File: config.mk
export PLATFORM = sky130hd
export DESIGN_NAME = divider_sequencer_flat
export DESIGN_NICKNAME = d
export VERILOG_FILES = /design/src/rtl/div_pkg.sv /design/src/rtl/divider_sequencer_if.sv /design/src/rtl/divider_iter_chain.sv /design/src/rtl/divider_sequencer.sv /design/src/flat_wrapper.sv
export SDC_FILE = /design/constraint.sdc
export NUM_CORES = 1
export LEC_CHECK = 0
export CAP_MARGIN = 20
export CORE_MARGIN = 3
export CORE_UTILIZATION = 30
export CTS_CLUSTER_SIZE = 16
export DETAILED_ROUTE_END_ITERATION = 6
export PLACE_DENSITY_LB_ADDON = 0.25
export SLEW_MARGIN = 20
export SYNTH_ARGS = -nofsm -noshare
export SYNTH_HDL_FRONTEND = slang
export SYNTH_HIERARCHICAL = 1
export SYNTH_SLANG_ARGS = --single-unit
export TNS_END_PERCENT = 50
File: constraint.sdc
create_clock -name clk -period 24.9 [get_ports clk]
set_input_delay 7.47 -clock clk [delete_from_list [all_inputs] [get_ports clk]]
set_output_delay 7.47 -clock clk [all_outputs]
set_load 0.1 [all_outputs]
File: src/rtl/div_pkg.sv
// Shared types and constants for the multi-cycle RISC-V divider.
// Contents:
//   XLEN, INT_MIN, ALL_ONES  - datapath width and special operand values
//   div_op_e                 - DIV=0, DIVU=1, REM=2, REMU=3
//   div_state_e              - sequencer states IDLE, BUSY, DONE
//   abs_val()                - two's-complement magnitude when enabled
package div_pkg;

  localparam int          XLEN     = 32;
  localparam logic [31:0] INT_MIN  = 32'h8000_0000;
  localparam logic [31:0] ALL_ONES = 32'hFFFF_FFFF;

  typedef enum logic [1:0] {
    DIV  = 2'd0,
    DIVU = 2'd1,
    REM  = 2'd2,
    REMU = 2'd3
  } div_op_e;

  typedef enum logic [1:0] {
    IDLE = 2'd0,
    BUSY = 2'd1,
    DONE = 2'd2
  } div_state_e;

  // Magnitude of v when en is set; abs(INT_MIN) wraps to 0x8000_0000, which
  // is the correct magnitude once read as unsigned.
  function automatic logic [31:0] abs_val(input logic [31:0] v, input logic en);
    return (en && v[31]) ? (~v + 32'd1) : v;
  endfunction

endpackage

File: src/rtl/divider_sequencer_if.sv
// Request/response bundle of the divider sequencer.
// Signals:
//   i_flush                                   abort in-flight op, drop held result
//   i_valid/o_ready, i_op, i_dividend,
//   i_divisor, i_tag                          request channel
//   o_valid/i_ready, o_result, o_tag          response channel
// Modports: master = issue/writeback side, slave = divider.
interface divider_sequencer_if #(
  parameter int TAG_W = 5
);
  import div_pkg::*;

  logic             i_flush;
  logic             i_valid;
  logic             o_ready;
  div_op_e          i_op;
  logic [31:0]      i_dividend;
  logic [31:0]      i_divisor;
  logic [TAG_W-1:0] i_tag;
  logic             o_valid;
  logic             i_ready;
  logic [31:0]      o_result;
  logic [TAG_W-1:0] o_tag;

  modport master (
    output i_flush, i_valid, i_op, i_dividend, i_divisor, i_tag, i_ready,
    input  o_ready, o_valid, o_result, o_tag
  );

  modport slave (
    input  i_flush, i_valid, i_op, i_dividend, i_divisor, i_tag, i_ready,
    output o_ready, o_valid, o_result, o_tag
  );

endinterface

File: src/rtl/divider_iter_chain.sv
// Combinational chain of K restoring-division iterations on unsigned operands.
// Ports:
//   dividend_in/out   dividend being shifted out MSB first
//   remainder_in/out  partial remainder
//   quotient_in/out   partial quotient, one bit shifted in per iteration
//   divisor           unsigned divisor (non-zero when used)
module divider_iter_chain #(
  parameter int K = 4
) (
  input  logic [31:0] dividend_in,
  input  logic [31:0] remainder_in,
  input  logic [31:0] quotient_in,
  input  logic [31:0] divisor,
  output logic [31:0] dividend_out,
  output logic [31:0] remainder_out,
  output logic [31:0] quotient_out
);

  logic [31:0] dvd [K+1];
  logic [31:0] rem [K+1];
  logic [31:0] quo [K+1];

  assign dvd[0] = dividend_in;
  assign rem[0] = remainder_in;
  assign quo[0] = quotient_in;

  for (genvar gi = 0; gi < K; gi++) begin : g_iter
    // The shifted remainder keeps its carry-out bit: with a divisor above
    // 2^31 the partial remainder can exceed 32 bits after the shift, and the
    // compare must see that bit to stay exact. The difference always fits in
    // 32 bits whenever the subtraction is taken.
    logic [32:0] shifted;
    logic        fits;

    assign shifted    = {rem[gi], dvd[gi][31]};
    assign fits       = (shifted >= {1'b0, divisor});
    assign rem[gi+1]  = fits ? (shifted[31:0] - divisor) : shifted[31:0];
    assign quo[gi+1]  = {quo[gi][30:0], fits};
    assign dvd[gi+1]  = {dvd[gi][30:0], 1'b0};
  end

  assign dividend_out  = dvd[K];
  assign remainder_out = rem[K];
  assign quotient_out  = quo[K];

endmodule

File: src/rtl/divider_sequencer.sv
// Multi-cycle RISC-V DIV/DIVU/REM/REMU unit: runs ITERS_PER_CYCLE restoring
// iterations per BUSY cycle, one operation in flight, valid/ready on both sides.
// Ports:
//   clk    rising-edge clock
//   rst_n  synchronous active-low reset
//   bus    divider_sequencer_if.slave (request, response and flush)
module divider_sequencer
  import div_pkg::*;
#(
  parameter int ITERS_PER_CYCLE = 4,
  parameter int TAG_W           = 5
) (
  input logic                 clk,
  input logic                 rst_n,
  divider_sequencer_if.slave  bus
);

  localparam int              N     = XLEN / ITERS_PER_CYCLE;
  localparam int              CNT_W = $clog2(N) + 1;
  localparam logic [CNT_W-1:0] LAST = CNT_W'(N - 1);

  div_state_e       state_reg;
  logic [31:0]      dvd_reg;
  logic [31:0]      rem_reg;
  logic [31:0]      quo_reg;
  logic [31:0]      dvs_reg;
  logic             neg_q_reg;
  logic             neg_r_reg;
  logic             want_rem_reg;
  logic [TAG_W-1:0] tag_reg;
  logic [CNT_W-1:0] cnt_reg;

  logic        accept;
  logic        signed_op;
  logic        div_by_zero;
  logic        overflow;
  logic [31:0] abs_a;
  logic [31:0] abs_b;
  logic [31:0] chain_dvd;
  logic [31:0] chain_rem;
  logic [31:0] chain_quo;
  logic [31:0] q_fixed;
  logic [31:0] r_fixed;

  assign bus.o_ready = (state_reg == IDLE);
  assign bus.o_valid = (state_reg == DONE);

  assign accept      = bus.i_valid & bus.o_ready & ~bus.i_flush;
  assign signed_op   = (bus.i_op == DIV) || (bus.i_op == REM);
  assign div_by_zero = (bus.i_divisor == 32'd0);
  assign overflow    = signed_op && (bus.i_dividend == INT_MIN) && (bus.i_divisor == ALL_ONES);
  assign abs_a       = abs_val(bus.i_dividend, signed_op);
  assign abs_b       = abs_val(bus.i_divisor, signed_op);

  divider_iter_chain #(
    .K (ITERS_PER_CYCLE)
  ) u_chain (
    .dividend_in   (dvd_reg),
    .remainder_in  (rem_reg),
    .quotient_in   (quo_reg),
    .divisor       (dvs_reg),
    .dividend_out  (chain_dvd),
    .remainder_out (chain_rem),
    .quotient_out  (chain_quo)
  );

  always_ff @(posedge clk) begin
    if (!rst_n) begin
      state_reg    <= IDLE;
      dvd_reg      <= '0;
      rem_reg      <= '0;
      quo_reg      <= '0;
      dvs_reg      <= '0;
      neg_q_reg    <= 1'b0;
      neg_r_reg    <= 1'b0;
      want_rem_reg <= 1'b0;
      tag_reg      <= '0;
      cnt_reg      <= '0;
    end else if (bus.i_flush) begin
      state_reg <= IDLE;
    end else begin
      case (state_reg)
        IDLE: begin
          if (accept) begin
            tag_reg      <= bus.i_tag;
            want_rem_reg <= bus.i_op[1];
            dvs_reg      <= abs_b;
            dvd_reg      <= abs_a;
            cnt_reg      <= '0;
            if (div_by_zero) begin
              // Final values are stored directly; no sign fixup applies.
              quo_reg   <= ALL_ONES;
              rem_reg   <= bus.i_dividend;
              neg_q_reg <= 1'b0;
              neg_r_reg <= 1'b0;
              state_reg <= DONE;
            end else if (overflow) begin
              quo_reg   <= INT_MIN;
              rem_reg   <= '0;
              neg_q_reg <= 1'b0;
              neg_r_reg <= 1'b0;
              state_reg <= DONE;
            end else begin
              quo_reg   <= '0;
              rem_reg   <= '0;
              neg_q_reg <= signed_op & (bus.i_dividend[31] ^ bus.i_divisor[31]);
              neg_r_reg <= signed_op & bus.i_dividend[31];
              state_reg <= BUSY;
            end
          end
        end
        BUSY: begin
          dvd_reg <= chain_dvd;
          rem_reg <= chain_rem;
          quo_reg <= chain_quo;
          // Counter runs 0..N-1 during BUSY and stops at N, so it never wraps.
          cnt_reg <= cnt_reg + CNT_W'(1);
          if (cnt_reg == LAST) begin
            state_reg <= DONE;
          end
        end
        DONE: begin
          if (bus.i_ready) begin
            state_reg <= IDLE;
          end
        end
        default: state_reg <= IDLE;
      endcase
    end
  end

  // Sign fixup on the held magnitudes; outputs read zero outside DONE.
  assign q_fixed      = neg_q_reg ? (~quo_reg + 32'd1) : quo_reg;
  assign r_fixed      = neg_r_reg ? (~rem_reg + 32'd1) : rem_reg;
  assign bus.o_result = (state_reg == DONE) ? (want_rem_reg ? r_fixed : q_fixed) : 32'd0;
  assign bus.o_tag    = (state_reg == DONE) ? tag_reg : '0;

endmodule
File: src/flat_wrapper.sv
// flat-port wrapper written by rule: the top's interface ports become plain ports
module divider_sequencer_flat import div_pkg::*;
#(
  parameter int ITERS_PER_CYCLE = 4,
  parameter int TAG_W           = 5
)
  (clk, rst_n, bus_i_flush, bus_i_valid, bus_i_op, bus_i_dividend, bus_i_divisor, bus_i_tag, bus_i_ready, bus_o_ready, bus_o_valid, bus_o_result, bus_o_tag);
  divider_sequencer_if #(.TAG_W(TAG_W)) bus_i ();
  input logic clk;
  input logic rst_n;
  input wire logic [$bits(bus_i.i_flush)-1:0] bus_i_flush;
  input wire logic [$bits(bus_i.i_valid)-1:0] bus_i_valid;
  input wire logic [$bits(bus_i.i_op)-1:0] bus_i_op;
  input wire logic [$bits(bus_i.i_dividend)-1:0] bus_i_dividend;
  input wire logic [$bits(bus_i.i_divisor)-1:0] bus_i_divisor;
  input wire logic [$bits(bus_i.i_tag)-1:0] bus_i_tag;
  input wire logic [$bits(bus_i.i_ready)-1:0] bus_i_ready;
  output wire logic [$bits(bus_i.o_ready)-1:0] bus_o_ready;
  output wire logic [$bits(bus_i.o_valid)-1:0] bus_o_valid;
  output wire logic [$bits(bus_i.o_result)-1:0] bus_o_result;
  output wire logic [$bits(bus_i.o_tag)-1:0] bus_o_tag;
  assign bus_i.i_flush = bus_i_flush;
  assign bus_i.i_valid = bus_i_valid;
  assign bus_i.i_op = bus_i_op;
  assign bus_i.i_dividend = bus_i_dividend;
  assign bus_i.i_divisor = bus_i_divisor;
  assign bus_i.i_tag = bus_i_tag;
  assign bus_i.i_ready = bus_i_ready;
  assign bus_o_ready = bus_i.o_ready;
  assign bus_o_valid = bus_i.o_valid;
  assign bus_o_result = bus_i.o_result;
  assign bus_o_tag = bus_i.o_tag;
  divider_sequencer #(.ITERS_PER_CYCLE(ITERS_PER_CYCLE), .TAG_W(TAG_W)) u_core (.clk(clk), .rst_n(rst_n), .bus(bus_i));
endmodule
**Word level (Yosys, flattened, before mapping)**

Cells that the tools add are included.

- Register bits after elaboration: 142
- Bits of input ports: 76

- Add/subtract/negate cells: 9
- Magnitude comparators: 4
- Equality and inequality tests: 9
- Mux-type cells: 32
- Bitwise logic cells: 11
- Reductions and logical operators: 13

Operator list:

| operator | count |
|---|---|
| two-way mux 32 bit | 16 |
| one-hot mux 32 bit (2 select lines) | 3 |
| >= comparator 33 x 32 -> 1 bit | 4 |
| adder 32 x 1 -> 32 bit, second input constant | 4 |
| inverter 32 bit | 4 |
| subtractor 32 bit | 4 |
| == test 32 bit, second input constant | 2 |
| logical NOT 32 bit | 1 |
| two-way mux 2 bit | 5 |
| AND reduction 3 bit | 3 |
| one-hot mux 4 bit (2 select lines) | 1 |
| one-hot mux 2 bit (3 select lines) | 1 |
| two-way mux 5 bit | 1 |
| adder 4 x 1 -> 4 bit, second input constant | 1 |
| bitwise AND 1 bit | 4 |
| == test 2 bit, second input constant | 2 |
| == test 4 x 3 -> 1 bit, second input constant | 1 |
| logical AND 1 bit | 4 |
| logical NOT 2 bit | 2 |
| two-way mux 1 bit | 4 |
| two-way mux 4 bit | 1 |
| != test 2 bit, second input constant | 2 |
| == test 2 x 1 -> 1 bit, second input constant | 1 |
| != test 2 x 1 -> 1 bit, second input constant | 1 |
| other kinds (5) | 6 |

**Longest topological paths before layout**

Gate-level depths: netlist of the first run.

- Depth in word-level cells: 9
- Mapped depth: 61
- Depth with buffers taken out: 54

**Modules after synthesis**

Netlist of the first run, hierarchy kept.

Modules (own cells, without submodules):

| module | instances | cells an instance | area each (um^2) |
|---|---|---|---|
| divider_sequencer | 1 | 1174 | 9046.2 |
| divider_iter_chain | 1 | 1308 | 9033.7 |

**Worst setup path after synthesis of the first run**

No wires, ideal clock.

- Path type: flip-flop to output port
- Start point: reg u_core.rem_reg[0]
- End point: out bus_o_result[10]
- Data arrival time: 3.855 ns
- Path slack: 13.575 ns
- Stages on the path, launching flop included: 7
- Path buffers: 0
- Cell sequence: dfxtp_1 -> inv_1 -> ha_1 -> or4b_1 -> o31ai_1 -> xor2_1 -> a211oi_1

- Longest elaborated chain between the ends: 5

Ends and longest elaborated chain:

| what | line | RTL |
|---|---|---|
| from (decl) | divider_sequencer.sv:24 | `logic [31:0] rem_reg;` |
| from (signal assigned) | divider_sequencer.sv:93 | `rem_reg <= bus.i_dividend;` |
| from (signal assigned) | divider_sequencer.sv:114 | `rem_reg <= chain_rem;` |
| inverter 32 bit | divider_sequencer.sv:134 | `assign r_fixed = neg_r_reg ? (~rem_reg + 32'd1) : rem_reg;` |
| adder 32 x 1 -> 32 bit | divider_sequencer.sv:134 |  |
| two-way mux 32 bit | divider_sequencer.sv:134 |  |
| two-way mux 32 bit (2 in series) | divider_sequencer.sv:135 | `assign bus.o_result = (state_reg == DONE) ? (want_rem_reg ? r_fixed : q_fixed) : 32'd0;` |
| to (decl) | flat_wrapper.sv:20 | `output wire logic [$bits(bus_i.o_result)-1:0] bus_o_result;` |

No other way between the ends.

**Worst setup path in the final report of the first run**

- Start point: reg u_core.dvs_reg[1]
- End point: reg u_core.rem_reg[12]

- Longest elaborated chain between the ends: 9

Ends and longest elaborated chain:

| what | line | RTL |
|---|---|---|
| from (decl) | divider_sequencer.sv:26 | `logic [31:0] dvs_reg;` |
| from (signal assigned) | divider_sequencer.sv:87 | `dvs_reg <= abs_b;` |
| >= comparator 33 x 32 -> 1 bit | divider_iter_chain.sv:36 | `assign fits = (shifted >= {1'b0, divisor});` |
| named net u_core.chain_quo[3] | divider_sequencer.sv:41 | `logic [31:0] chain_quo;` |
| two-way mux 32 bit | divider_iter_chain.sv:37 | `assign rem[gi+1] = fits ? (shifted[31:0] - divisor) : shifted[31:0];` |
| >= comparator 33 x 32 -> 1 bit | divider_iter_chain.sv:36 |  |
| named net u_core.chain_quo[2] | divider_sequencer.sv:41 |  |
| two-way mux 32 bit | divider_iter_chain.sv:37 |  |
| >= comparator 33 x 32 -> 1 bit | divider_iter_chain.sv:36 |  |
| named net u_core.chain_quo[1] | divider_sequencer.sv:41 |  |
| two-way mux 32 bit | divider_iter_chain.sv:37 |  |
| >= comparator 33 x 32 -> 1 bit | divider_iter_chain.sv:36 |  |
| named net u_core.chain_quo[0] | divider_sequencer.sv:41 |  |
| two-way mux 32 bit | divider_iter_chain.sv:37 |  |
| named net u_core.chain_rem[12] | divider_sequencer.sv:40 | `logic [31:0] chain_rem;` |
| one-hot mux 32 bit (2 select lines) | divider_sequencer.sv:82 | `case (state_reg)` |

The timed path passes the listed nets, and every way through them passes these cells.
A chain may end at the register's enable or synchronous reset.

==> impl_results.md, run 1 <==
* Status: complete, no violations
* DRT antenna net count at 0
* Clock buffer depth at 2
* CP required at around 25000 ps
* Largest net degree at the start of global routing at 90
* Die Ht at ~250 µm
* CTS tree: yes
* CTS buffer count at 17
* Dpl hpwl at ~63 mm
* Synth top area cells: dfxtp_1 16%, ha_1 9.3%, a21oi_1 6.1%, o21ai_0 5.1%, xor2_1 5.0%
* Max Slew Vio Count at 0
* Critical Path Fanout Max at between 40 and 50
* Area grow syn2layout at 10.2%
* Flop and latch count out of synthesis at about 140
* Minimum clock period at around 16000 ps
* # fillers at 6353
* Largest area contributor in the netlist: dfxtp_1
* Buf/Inv on CP at 6
* Row Count at 89
* Clk sinks at ~140
* WL final at ~80 mm
* Clk_lat worst skew at roughly 460 ps
* Hold Worst Slack at 452 ps
* Max-slew headroom at between 20% and 30%
* Cell mode on critical path: ha_1
* Final instance area at 19900 µm²
* Slew @ Worst Pin at around 1200 ps
* Startpoint Class: flop
* Post-Syn Area at roughly 18000 µm²
* Hold Path Class: reg -> reg
* Post-DR wirelength/cell at about 25 µm
* Initial Util at 30.5%
* Max Cap Violations at 0
* Mapped Cells at about 2500
* Antenna violations before repair at 3
* Yosys cell types at 98
* Vias at between 15000 and 20000
* Residual DRC count at 0
* Layout net count at roughly 2600
* Critical Path AT at between 15000 and 20000 ps
* Vias per std cell at between 6 and 7
* Clock skew at 13.4 ps
* Pre-antenna DRT Iters at 6
* Clock slew at reported path FFs at ~70 ps
* GPL Wtd Cong at approximately 1
* Worst Path Class, Setup: reg -> reg
* Final period util at between 60% and 70%
* I/O Buffers at around 110
* Hold-fix buffers, CTS at 0
* CP top delay family: compound AO/OA/AOI/OAI gates
* IO Pins at 115
* H-Tree Depth at 4
* Final Hold Viols at 0
* CORE AREA at 59400 µm²
* DR iter-0 viols at around 2000
* First-pass GRT wire length at between 100 and 150 mm
* Vias in the first global route at between 15000 and 20000
* Slowest stage delay, CP at about 860 ps
* Full die area at about 63000 µm²
* Post-CTS Setup Bufs at 0
* Share of layout cells above drive strength 1 at 6.06%
* Fmax at 63.4 MHz
* RSZ-0062 raised after global routing: false
* Root Buffer Master: clkbuf_16
* Crit. End Element: flop
* Non-Filler Instances at 3218
* Main synth FF type: dfxtp_1
* Die X at approximately 250 µm
* Count of final setup violators at 0
* Sequential area share after synthesis at between 15 and 20%
* Yosys warns at 6
* GRT Total Usage at ~25%
* Placed Area at about 19000 µm²
* Crit path max-delay cell type: a221oi_1
* Setup TNS at 0 ps
* EDFF count, synth at 0
* Syn_area_per_cell at ~7.3 µm²
* Yosys top cell area share at between 10% and 20%
* Fraction of registers with async set/reset at 0%
* Placed cell count at between 3000 and 4000
* Total gr overflow at 0
* Post-cts gate resize count at 0
cell usage in the layout, fill, tap and decap left out, types with 15 or more instances in the layout:
master / synthesis / layout
and2_1: 32 / 32
or4_1: 24 / 24
xor2_1: 103 / 103
xnor2_1: 94 / 94
or2_2: 15 / 15
o22ai_1: 23 / 23
o21ai_0: 185 / 184
ha_1: 134 / 134
nor2b_1: 19 / 18
o31ai_1: 52 / 52
a31oi_1: 27 / 27
a21oi_1: 221 / 221
nor3_1: 46 / 45
or3_1: 26 / 25
inv_1: 106 / 105
a21o_1: 45 / 45
clkdlybuf4s50_1: 0 / 113
nand3_1: 62 / 62
dfxtp_1: 142 / 141
nand2_1: 179 / 179
o41ai_1: 19 / 19
mux2_2: 35 / 35
o21bai_1: 17 / 17
a221oi_1: 39 / 39
and3_1: 24 / 24
mux2i_1: 26 / 26
nor2_1: 206 / 205
nor4_1: 31 / 31
a211oi_1: 55 / 55
buf_4: 66 / 19
nand4_1: 38 / 38
clkbuf_16: 0 / 17
nand2b_1: 22 / 22
o211ai_1: 28 / 28
a221o_1: 23 / 23
kinds of logic after synthesis:
logic type / Yosys count / share of synthesized area (%)
AND/OR/NAND/NOR: 764 / 21.3
buffers and inverters: 316 / 8.22
flip-flops: 142 / 15.7
other: 1 / 0.0207
XOR/XNOR: 197 / 9.54
AO/OA/AOI/OAI: 862 / 31.8
adder cells (fa/ha/maj): 138 / 9.72
multiplexers: 62 / 3.70
routing by layer:
metal / part of all wire [%] / global-route usage (%) / routed length, µm / vias up
met3: 7.9 / 4.81 / 6460 / 172
met2: 44 / 38.8 / 36100 / 930
met1: 43 / 33.6 / 35400 / 9458
met5: 0.016 / 0 / 13 / -
li1: - / - / - / 9122
met4: 4.3 / 10.7 / 3510 / 2
synth_stat cells, types with 6 or more instances:
| master | count |
|---|---|
| mux2_2 | 35 |
| dfxtp_1 | 142 |
| buf_4 | 66 |
| nor4_1 | 31 |
| o21ai_0 | 185 |
| a221o_1 | 23 |
| buf_1 | 13 |
| o211ai_1 | 28 |
| nand2_1 | 179 |
| nor2_1 | 206 |
| nor2b_1 | 19 |
| a31o_2 | 8 |
| nand4_1 | 38 |
| clkbuf_1 | 104 |
| o31ai_1 | 52 |
| o22ai_1 | 23 |
| a211oi_1 | 55 |
| nand2b_1 | 22 |
| a31oi_1 | 27 |
| o31a_1 | 8 |
| xnor2_1 | 94 |
| a21oi_1 | 221 |
| a211o_1 | 6 |
| a221oi_1 | 39 |
| and3_1 | 24 |
| a21boi_0 | 7 |
| mux2i_1 | 26 |
| or3_1 | 26 |
| xor2_1 | 103 |
| inv_1 | 106 |
| nand3b_1 | 6 |
| ha_1 | 134 |
| or4_1 | 24 |
| a21o_1 | 45 |
| o21a_1 | 13 |
| o21bai_1 | 17 |
| buf_2 | 20 |
| nand3_1 | 62 |
| nor3_1 | 46 |
| o41ai_1 | 19 |
| and2_1 | 32 |
| or2_2 | 15 |
| o311ai_0 | 6 |
| o221ai_1 | 7 |
final timing paths:
| check | cells after the start | slack, ps | start | end |
|---|---|---|---|---|
| min | 2 | 450 | u_core/tag_reg[4]$_SDFFE_PN0P_ | u_core/tag_reg[4]$_SDFFE_PN0P_ |
| min reg2reg | 2 | 450 | u_core/tag_reg[4]$_SDFFE_PN0P_ | u_core/tag_reg[4]$_SDFFE_PN0P_ |
| max reg2reg | 49 | 9120 | u_core/dvs_reg[1]$_SDFFE_PN0P_ | u_core/rem_reg[12]$_SDFFE_PN0P_ |
| max | 49 | 9120 | u_core/dvs_reg[1]$_SDFFE_PN0P_ | u_core/rem_reg[12]$_SDFFE_PN0P_ |
metrics by stage:
stage / worst slack, ps / util (%)
finish: 9120 / 33.6
global route: 8090 / 33.6
CTS: 9530 / 33.6
detailed placement: 9650 / 32.5
global placement: 10130 / 32.5
floorplan: 13570 / -
cell type report:
type                    count  area, µm²  area share, %
diodes                      1       2.50         0.0126
well taps                 773        967           4.85
inverters                 110        418           2.10
multi-input cells        2027      13800           69.2
repair buffers            133       1280           6.42
flip-flops and latches    142       2840           14.3
clock buffers              18        429           2.15
clock inverters            14        198          0.992
worst min-delay path, delay by kind of cell (launching register included):
kind | cells | cell delay, ps
AND/OR/NAND/NOR | 1 | 50
AO/OA/AOI/OAI | 1 | 50
flip-flops | 1 | 310
Power of run 1 is left out: the tool's default activity adds up to more than one toggle a clock period on the data nets, which glitch-free logic cannot reach.
==> run 2, diff against run 1 <==
Clock period 24.9 ns to 15.3 ns, I/O delays scaled along.
==> run 2 against run 1 <==
Critical path depth stayed put. Via count down 0.21%. Count of clock-buffer cells in the layout rose by 3. Largest cell class unchanged. First-iteration DRC count fell by 16%. Routed wire length decreased by 0.67%. Die area stayed put.
==> impl_results.md, run 2 (same netlist as run 1, synthesis figures left out) <==
* Status: complete, no violations
* CTS buffer count at 17
* Full die area at approximately 63000 µm²
* GPL Wtd Cong at 0.973
* Hold Path Class: reg -> reg
* Final Hold Viols at 0
* Setup TNS at 0 ps
* Startpoint Class: flop
* N_diodes at 0
* Initial Util at 30.5%
* Slew @ Worst Pin at between 1000 and 1500 ps
* Post-DR wirelength/cell at between 20 and 25 µm
* CTS tree: yes
* CORE AREA at slightly below 60000 µm²
* IO Pins at roughly 120
* GRT Total Usage at around a quarter
* # fillers at about 6300
* Area grow syn2layout at 10.6%
* Slowest stage delay, CP at 630 ps
* DRT antenna net count at 0
* I/O Buffers at 114
* Clk_lat worst skew at 470 ps
* Total gr overflow at 0
* Clock skew at about 25 ps
* Vias in the first global route at ~18000
* Most frequent cells in the layout: 221 x a21oi_1, 206 x nor2_1, 184 x o21ai_0
* Max Slew Vio Count at 0
* Final period util at around 94%
* Antenna violations before repair at 4
* Clock slew at reported path FFs at ~60 ps
* Post-CTS Setup Bufs at 0
* Hold-fix buffers, CTS at 0
* Crit. End Element: flop
* Most common cell after layout, fill and taps aside: a21oi_1
* First-pass GRT wire length at ~120 mm
* Die Ht at around 250 µm
* Max Cap Violations at 0
* WL final at 80.9 mm
* Die X at between 200 and 300 µm
* Pre-antenna DRT Iters at 5
* Worst Path Class, Setup: reg -> reg
* Critical Path AT at roughly 15000 ps
* Count of final setup violators at 0
* Vias per std cell at about 6.1
* Layout net count at 2665
* Max-slew headroom at between 20 and 30%
* Clk sinks at roughly 140
* Share of layout cells above drive strength 1 at 6.86%
* Vias at around 20000
* CP required at 15630 ps
* RSZ-0062 raised after global routing: false
* Crit path max-delay cell type: a211oi_1
* Largest net degree at the start of global routing at 90
* Row Count at 89
* Clock buffer depth at 2
* Dpl hpwl at 62.7 mm
* Residual DRC count at 0
* Root Buffer Master: clkbuf_16
* Critical Path Fanout Max at 49
* DR iter-0 viols at approximately 1700
* Minimum clock period at 14420 ps
* Fmax at about 70 MHz
* H-Tree Depth at 4
run 2: timing repair:
| item | CTS | global route |
|---|---|---|
| endpoints found under the setup margin | 0 | 5 |
| resized for setup | 0 | 8 |
| endpoints found under the hold margin | 0 | 0 |
run 2: final cells by class:
| class | instances | area, µm² | share of cell area [%] |
|---|---|---|---|
| Inverter | 110 | 423 | 2.11 |
| Clock inverter | 10 | 66.3 | 0.332 |
| Clock buffer | 21 | 470 | 2.35 |
| Timing Repair Buffer | 153 | 1430 | 7.13 |
| Multi-Input combinational cell | 2027 | 13800 | 69.0 |
| Tap cell | 773 | 967 | 4.84 |
| Sequential cell | 142 | 2840 | 14.2 |
run 2: worst paths after layout:
| check | end | from | cells past startpoint | slack, ps |
|---|---|---|---|---|
| max | u_core/rem_reg[21]$_SDFFE_PN0P_ | u_core/dvs_reg[1]$_SDFFE_PN0P_ | 49 | 880 |
| min | u_core/tag_reg[0]$_SDFFE_PN0P_ | u_core/tag_reg[0]$_SDFFE_PN0P_ | 2 | 450 |
| max reg2reg | u_core/rem_reg[21]$_SDFFE_PN0P_ | u_core/dvs_reg[1]$_SDFFE_PN0P_ | 49 | 880 |
| min reg2reg | u_core/tag_reg[0]$_SDFFE_PN0P_ | u_core/tag_reg[0]$_SDFFE_PN0P_ | 2 | 450 |
run 2: routing by layer:
| layer | vias to the layer above | track usage [%] | share of wire, % |
|---|---|---|---|
| li1 | 9158 | - | - |
| met1 | 9444 | 33.2 | 44 |
| met2 | 891 | 38.6 | 44 |
| met3 | 147 | 4.61 | 7.9 |
| met4 | 2 | 9.90 | 3.8 |
| met5 | - | 0 | 0.016 |
run 2: critical path: cells and delay by family (launching register included):
kind	cells	cell delay, ps
muxes	2	780
adders and majority gates	4	1510
DFF	1	490
and+or+nand+nor	11	1410
buffers and inverters	6	1570
AOI/OAI and AO/OA	26	8440
run 2: metrics by stage:
step           hold slack (ps)  instance area (µm²)  setup WS, ps  util (%)  instances
3_3_place_gp               438                19400          1110      32.7       3204
4_1_cts                    453                20000          1130      33.7       3236
6_report                   450                20000           879      33.7       3236
2_1_floorplan              425                18100          4020         -       2485
3_5_place_dp               440                19400          1210      32.7       3205
5_1_grt                    479                20000          17.1      33.7       3236
Power of run 2 is left out for the same reason.
==> run 3, diff against run 2 <==
Settings changed: GPL_TIMING_DRIVEN set to 0.
==> run 3 against run 2 <==
Clock skew decreased by 11 ps. Via count increased by 3.1%. Register-to-register slack got worse by 430 ps. Sequential cell count unchanged. Non-clock buffer count increased by 170. First-iteration DRC count increased by 12%. Global-route usage increased by 1.3 points. Setup slack got worse by 430 ps. Die area unchanged. Final cell count increased by 5.3%. Final area increased by 5.4%. Sequential share of layout area decreased by 0.73 points. Critical path type unchanged. Critical endpoint is now u_core/rem_reg[16]$_SDFFE_PN0P_. Highest routed layer is now met4.
==> impl_results.md, run 3 (same netlist as run 1, synthesis figures left out) <==
* Residual DRC count at 0
* Startpoint Class: flop
* Largest net degree at the start of global routing at 17
* Vias at ~20000
* Top routing layer in use: met4
* DRT met1 WL at slightly below 40 mm
* Clock skew at around 13 ps
* Clk sinks at 142
* Final worst setup slack at 444 ps
* Total gr overflow at 0
* Max-slew headroom at 29.9%
* Slowest stage delay, CP at between 500 and 600 ps
* Clock buffer depth at 2
* CORE AREA at between 50000 and 60000 µm²
* Hold Path Class: reg -> reg
* Hold-fix buffers, CTS at 0
* Dpl hpwl at 67.8 mm
* Minimum clock period at ~15000 ps
* Most frequent cells in the layout: 220 x a21oi_1, 206 x nor2_1, 183 x o21ai_0
* Most common cell after layout, fill and taps aside: a21oi_1
* Full die area at around 63000 µm²
* Initial Util at 30.5%
* Clk_lat worst skew at 450 ps
* DRT antenna net count at 0
* Die X at 251 µm
* Antenna violations before repair at 2
* Pre-antenna DRT Iters at 5
* First-pass GRT wire length at around 120 mm
* Area grow syn2layout at 16.6%
* Crit path max-delay cell type: a221oi_1
* Share of layout cells above drive strength 1 at 9.30%
* Max Cap Violations at 0
* GRT Total Usage at about a quarter
* Critical Path Fanout Max at 10
* N_diodes at 0
* Routed wl met3 at roughly 5.4 mm
* Row Count at 89
* Die Ht at ~250 µm
* Slew @ Worst Pin at approximately 1000 ps
* GPL Wtd Cong at approximately 0.97
* DR iter-0 viols at 1908
* Pre-CTS setup slack at -831 ps
* Final period util at between 90% and 100%
* Clock slew at reported path FFs at ~70 ps
* CTS tree: yes
* Status: complete, no violations
* I/O Buffers at 112
* Count of final setup violators at 0
* Final Hold Viols at 0
* Layout net count at around 2800
* Fmax at a little under 70 MHz
* H-Tree Depth at 4
* Worst Path Class, Setup: reg -> reg
* Cell mode on critical path: buf_2
* R2R setup slack at 440 ps
* Critical Path AT at around 15000 ps
* CTS buffer count at 17
* Placed Area at 20200 µm²
* WL final at 85.3 mm
* IO Pins at roughly 120
* Crit. End Element: flop
* Detail Route met2 WL at around 37 mm
* Vias in the first global route at 19000
* Final instance area at 21100 µm²
* Max Slew Vio Count at 0
* Post-DR wirelength/cell at between 20 and 30 µm
* CP required at around 16000 ps
* Vias per std cell at just under 6
* Root Buffer Master: clkbuf_16
run 3: layout make-up:
cell class | count | area [µm²]
clock buffers | 19 | 443
inverters | 110 | 422
clock inverters | 13 | 210
repair buffers | 117 | 1160
multi-input cells | 2027 | 14000
plain buffers | 206 | 1080
flip-flops and latches | 142 | 2840
fillers | 6289 | 38300
well taps | 773 | 967
run 3: critical path, delay by kind of cell, from the launching register on:
family / cells / cell delay (ps)
adder cells (fa/ha/maj): 4 / 1280
buffers and inverters: 14 / 2900
multiplexers: 3 / 1100
AO/OA/AOI/OAI: 26 / 7060
flip-flops: 1 / 310
AND/OR/NAND/NOR: 9 / 2040
run 3: worst paths after layout:
| check | start | endpoint | cells past startpoint |
|---|---|---|---|
| max reg2reg | u_core/dvs_reg[10]$_SDFFE_PN0P_ | u_core/rem_reg[16]$_SDFFE_PN0P_ | 56 |
| min | u_core/tag_reg[0]$_SDFFE_PN0P_ | u_core/tag_reg[0]$_SDFFE_PN0P_ | 2 |
| max | u_core/dvs_reg[10]$_SDFFE_PN0P_ | u_core/rem_reg[16]$_SDFFE_PN0P_ | 56 |
| min reg2reg | u_core/tag_reg[0]$_SDFFE_PN0P_ | u_core/tag_reg[0]$_SDFFE_PN0P_ | 2 |
run 3: what timing repair did:
action	4_1_cts	5_1_grt
pin swaps	0	1
endpoints found under the setup margin	33	33
gates cloned	0	0
gates resized for setup	20	21
setup buffers	0	5
run 3: per-stage QoR:
stage               instances  hold slack, ps  setup TNS [ps]  utilization (%)
floorplan                2485             425               0                -
global placement         3370             440          -15020             34.0
detailed placement       3370             445          -16030             34.0
CTS                      3402             455               0             35.2
global route             3407             474            -293             35.5
finish                   3407             451               0             35.5
run 3: layer usage:
layer / GRT usage (%) / vias to the layer above
met5: 0 / -
met4: 10.6 / 0
met3: 3.79 / 123
met2: 40.6 / 831
met1: 35.6 / 9815
li1: - / 9479
Power of run 3 is left out for the same reason.
==> RTL edit: new RTL, settings of run 2 <==
`XLEN`: 32 -> 16.
--- a/src/rtl/div_pkg.sv
+++ b/src/rtl/div_pkg.sv
@@ -6,7 +6,7 @@
 //   abs_val()                - two's-complement magnitude when enabled
 package div_pkg;
 
-  localparam int          XLEN     = 32;
+  localparam int          XLEN     = 16;
   localparam logic [31:0] INT_MIN  = 32'h8000_0000;
   localparam logic [31:0] ALL_ONES = 32'hFFFF_FFFF;
 
Check against the original RTL: not settled (the Yosys comparison gave no result); the edit may change what the design does.
==> RTL edit against run 2 <==
  * Sequential cell count decreased by 1
  * Critical path depth increased by 1
  * Highest routed layer unchanged
  * Area after synthesis decreased by 2.0%
  * Setup slack improved by 0.018 ns
  * Critical path type unchanged
  * Routed wire length decreased by 4.8%
  * Largest cell class unchanged
  * Non-clock buffer count decreased by 4
  * Design area decreased by 1.5%
Power is left out: the tool's default activity adds up to more than one toggle a clock period on the data nets, which glitch-free logic cannot reach.
==> RTL edit: results <==
set metrics [dict create \
    status "finished, final reports clean" \
    synth_area_um2 17720 \
    synth.area.top_cells "dfxtp_1, ha_1, a21oi_1" \
    gp_congestion 1.017 \
    num_vias 19090 \
    routed-wl-met2_um 33560 \
    grt_pass1_vias 17710 \
    n_fill_cell 6167 \
    rr_worst_depth 50 \
    worst_pin_slew_ns 1.034 \
    finClkSkew_ns 0.01188 \
    grtUsageTotal 0.2391 \
    dr_wl_met3_um 5348 \
    grtUsageMet1 0.3398 \
    worstPathArrival_ns 14.76 \
    min_to "u_core/tag_reg[4]" \
    synth_cell_types 97 \
    synthXorXnorAreaFrac 0.1048 \
    worstPathMaxFanout 49 \
    met1_length_um 36240 \
    synth_compound_area_frac 0.3162 \
    cts_root_buf "clkbuf_16" \
    rrSetupSlack_ns 0.90 \
    synthAdderAreaFrac 0.09986 \
    muxShareOfSynthArea 0.03256 \
    seq_area_um2 2823 \
    numPortBuffers 114 \
    clkLatencyLatePin_ns 0.49 \
    grt_util_met3 0.04385 \
    drt_iter0_drc 2131 \
    dp_hpwl_um 59910 \
    drtPass1Iterations 5 \
    wire_per_inst_um 24.04 \
    min_from "u_core/tag_reg[4]" \
    antenna_found_initial 3 \
    postPlaceCellArea_um2 19090 \
    use_met2 0.3684 \
    buffer_area_frac 0.07101 \
    layout.non_clock_buffers 149 \
    synth_common_cells "a21oi_1, nor2_1, o21ai_0" \
    ys_seq_area_frac 0.1593 \
    nClkBuffers 19 \
    critical_path.slowest_cell "a221oi_1" \
    inverters 106 \
    multi_input_area_share 0.6860 \
    multi_input_gates 2012 \
    grt_max_degree 87 \
    grt_pass1_wl_um 114400 \
    nets 2642 \
    ys_seq_elements 141 \
    r2r-end "u_core/rem_reg[23]" \
    crit_end "u_core/rem_reg[23]" \
    cp_slowest_stage_delay_ns 0.57 \
    layout-drive-gt1-share 0.06683 \
]
-- RTL edit: cell types whose count changed in the layout (fill, tap and decap cells not counted), moves of 8 or more --
cell	delta
a211oi_1	+8
a21oi_1	+18
nand2_1	+11
o21ai_0	+20
o22ai_1	-11
o31ai_1	-15
or4_1	-11
xnor2_1	+31
xor2_1	-16
-- RTL edit: stage by stage --
step	setup slack, ns	hold WS, ns	utilization	cells
after floorplan	4.038	0.4317	-	2457
after global placement	1.602	0.4389	0.3291	3173
after detailed placement	1.297	0.4449	0.3291	3173
after CTS	1.237	0.4537	0.3395	3204
after global routing	0.1416	0.4814	0.3395	3204
final	0.8960	0.4562	0.3395	3204
-- RTL edit: tightest hold or removal path, delay by kind of cell (launching register included) --
kind | cells | cell delay, ns
AND/OR/NAND/NOR | 1 | 0.05
AO/OA/AOI/OAI | 1 | 0.05
flip-flops | 1 | 0.31
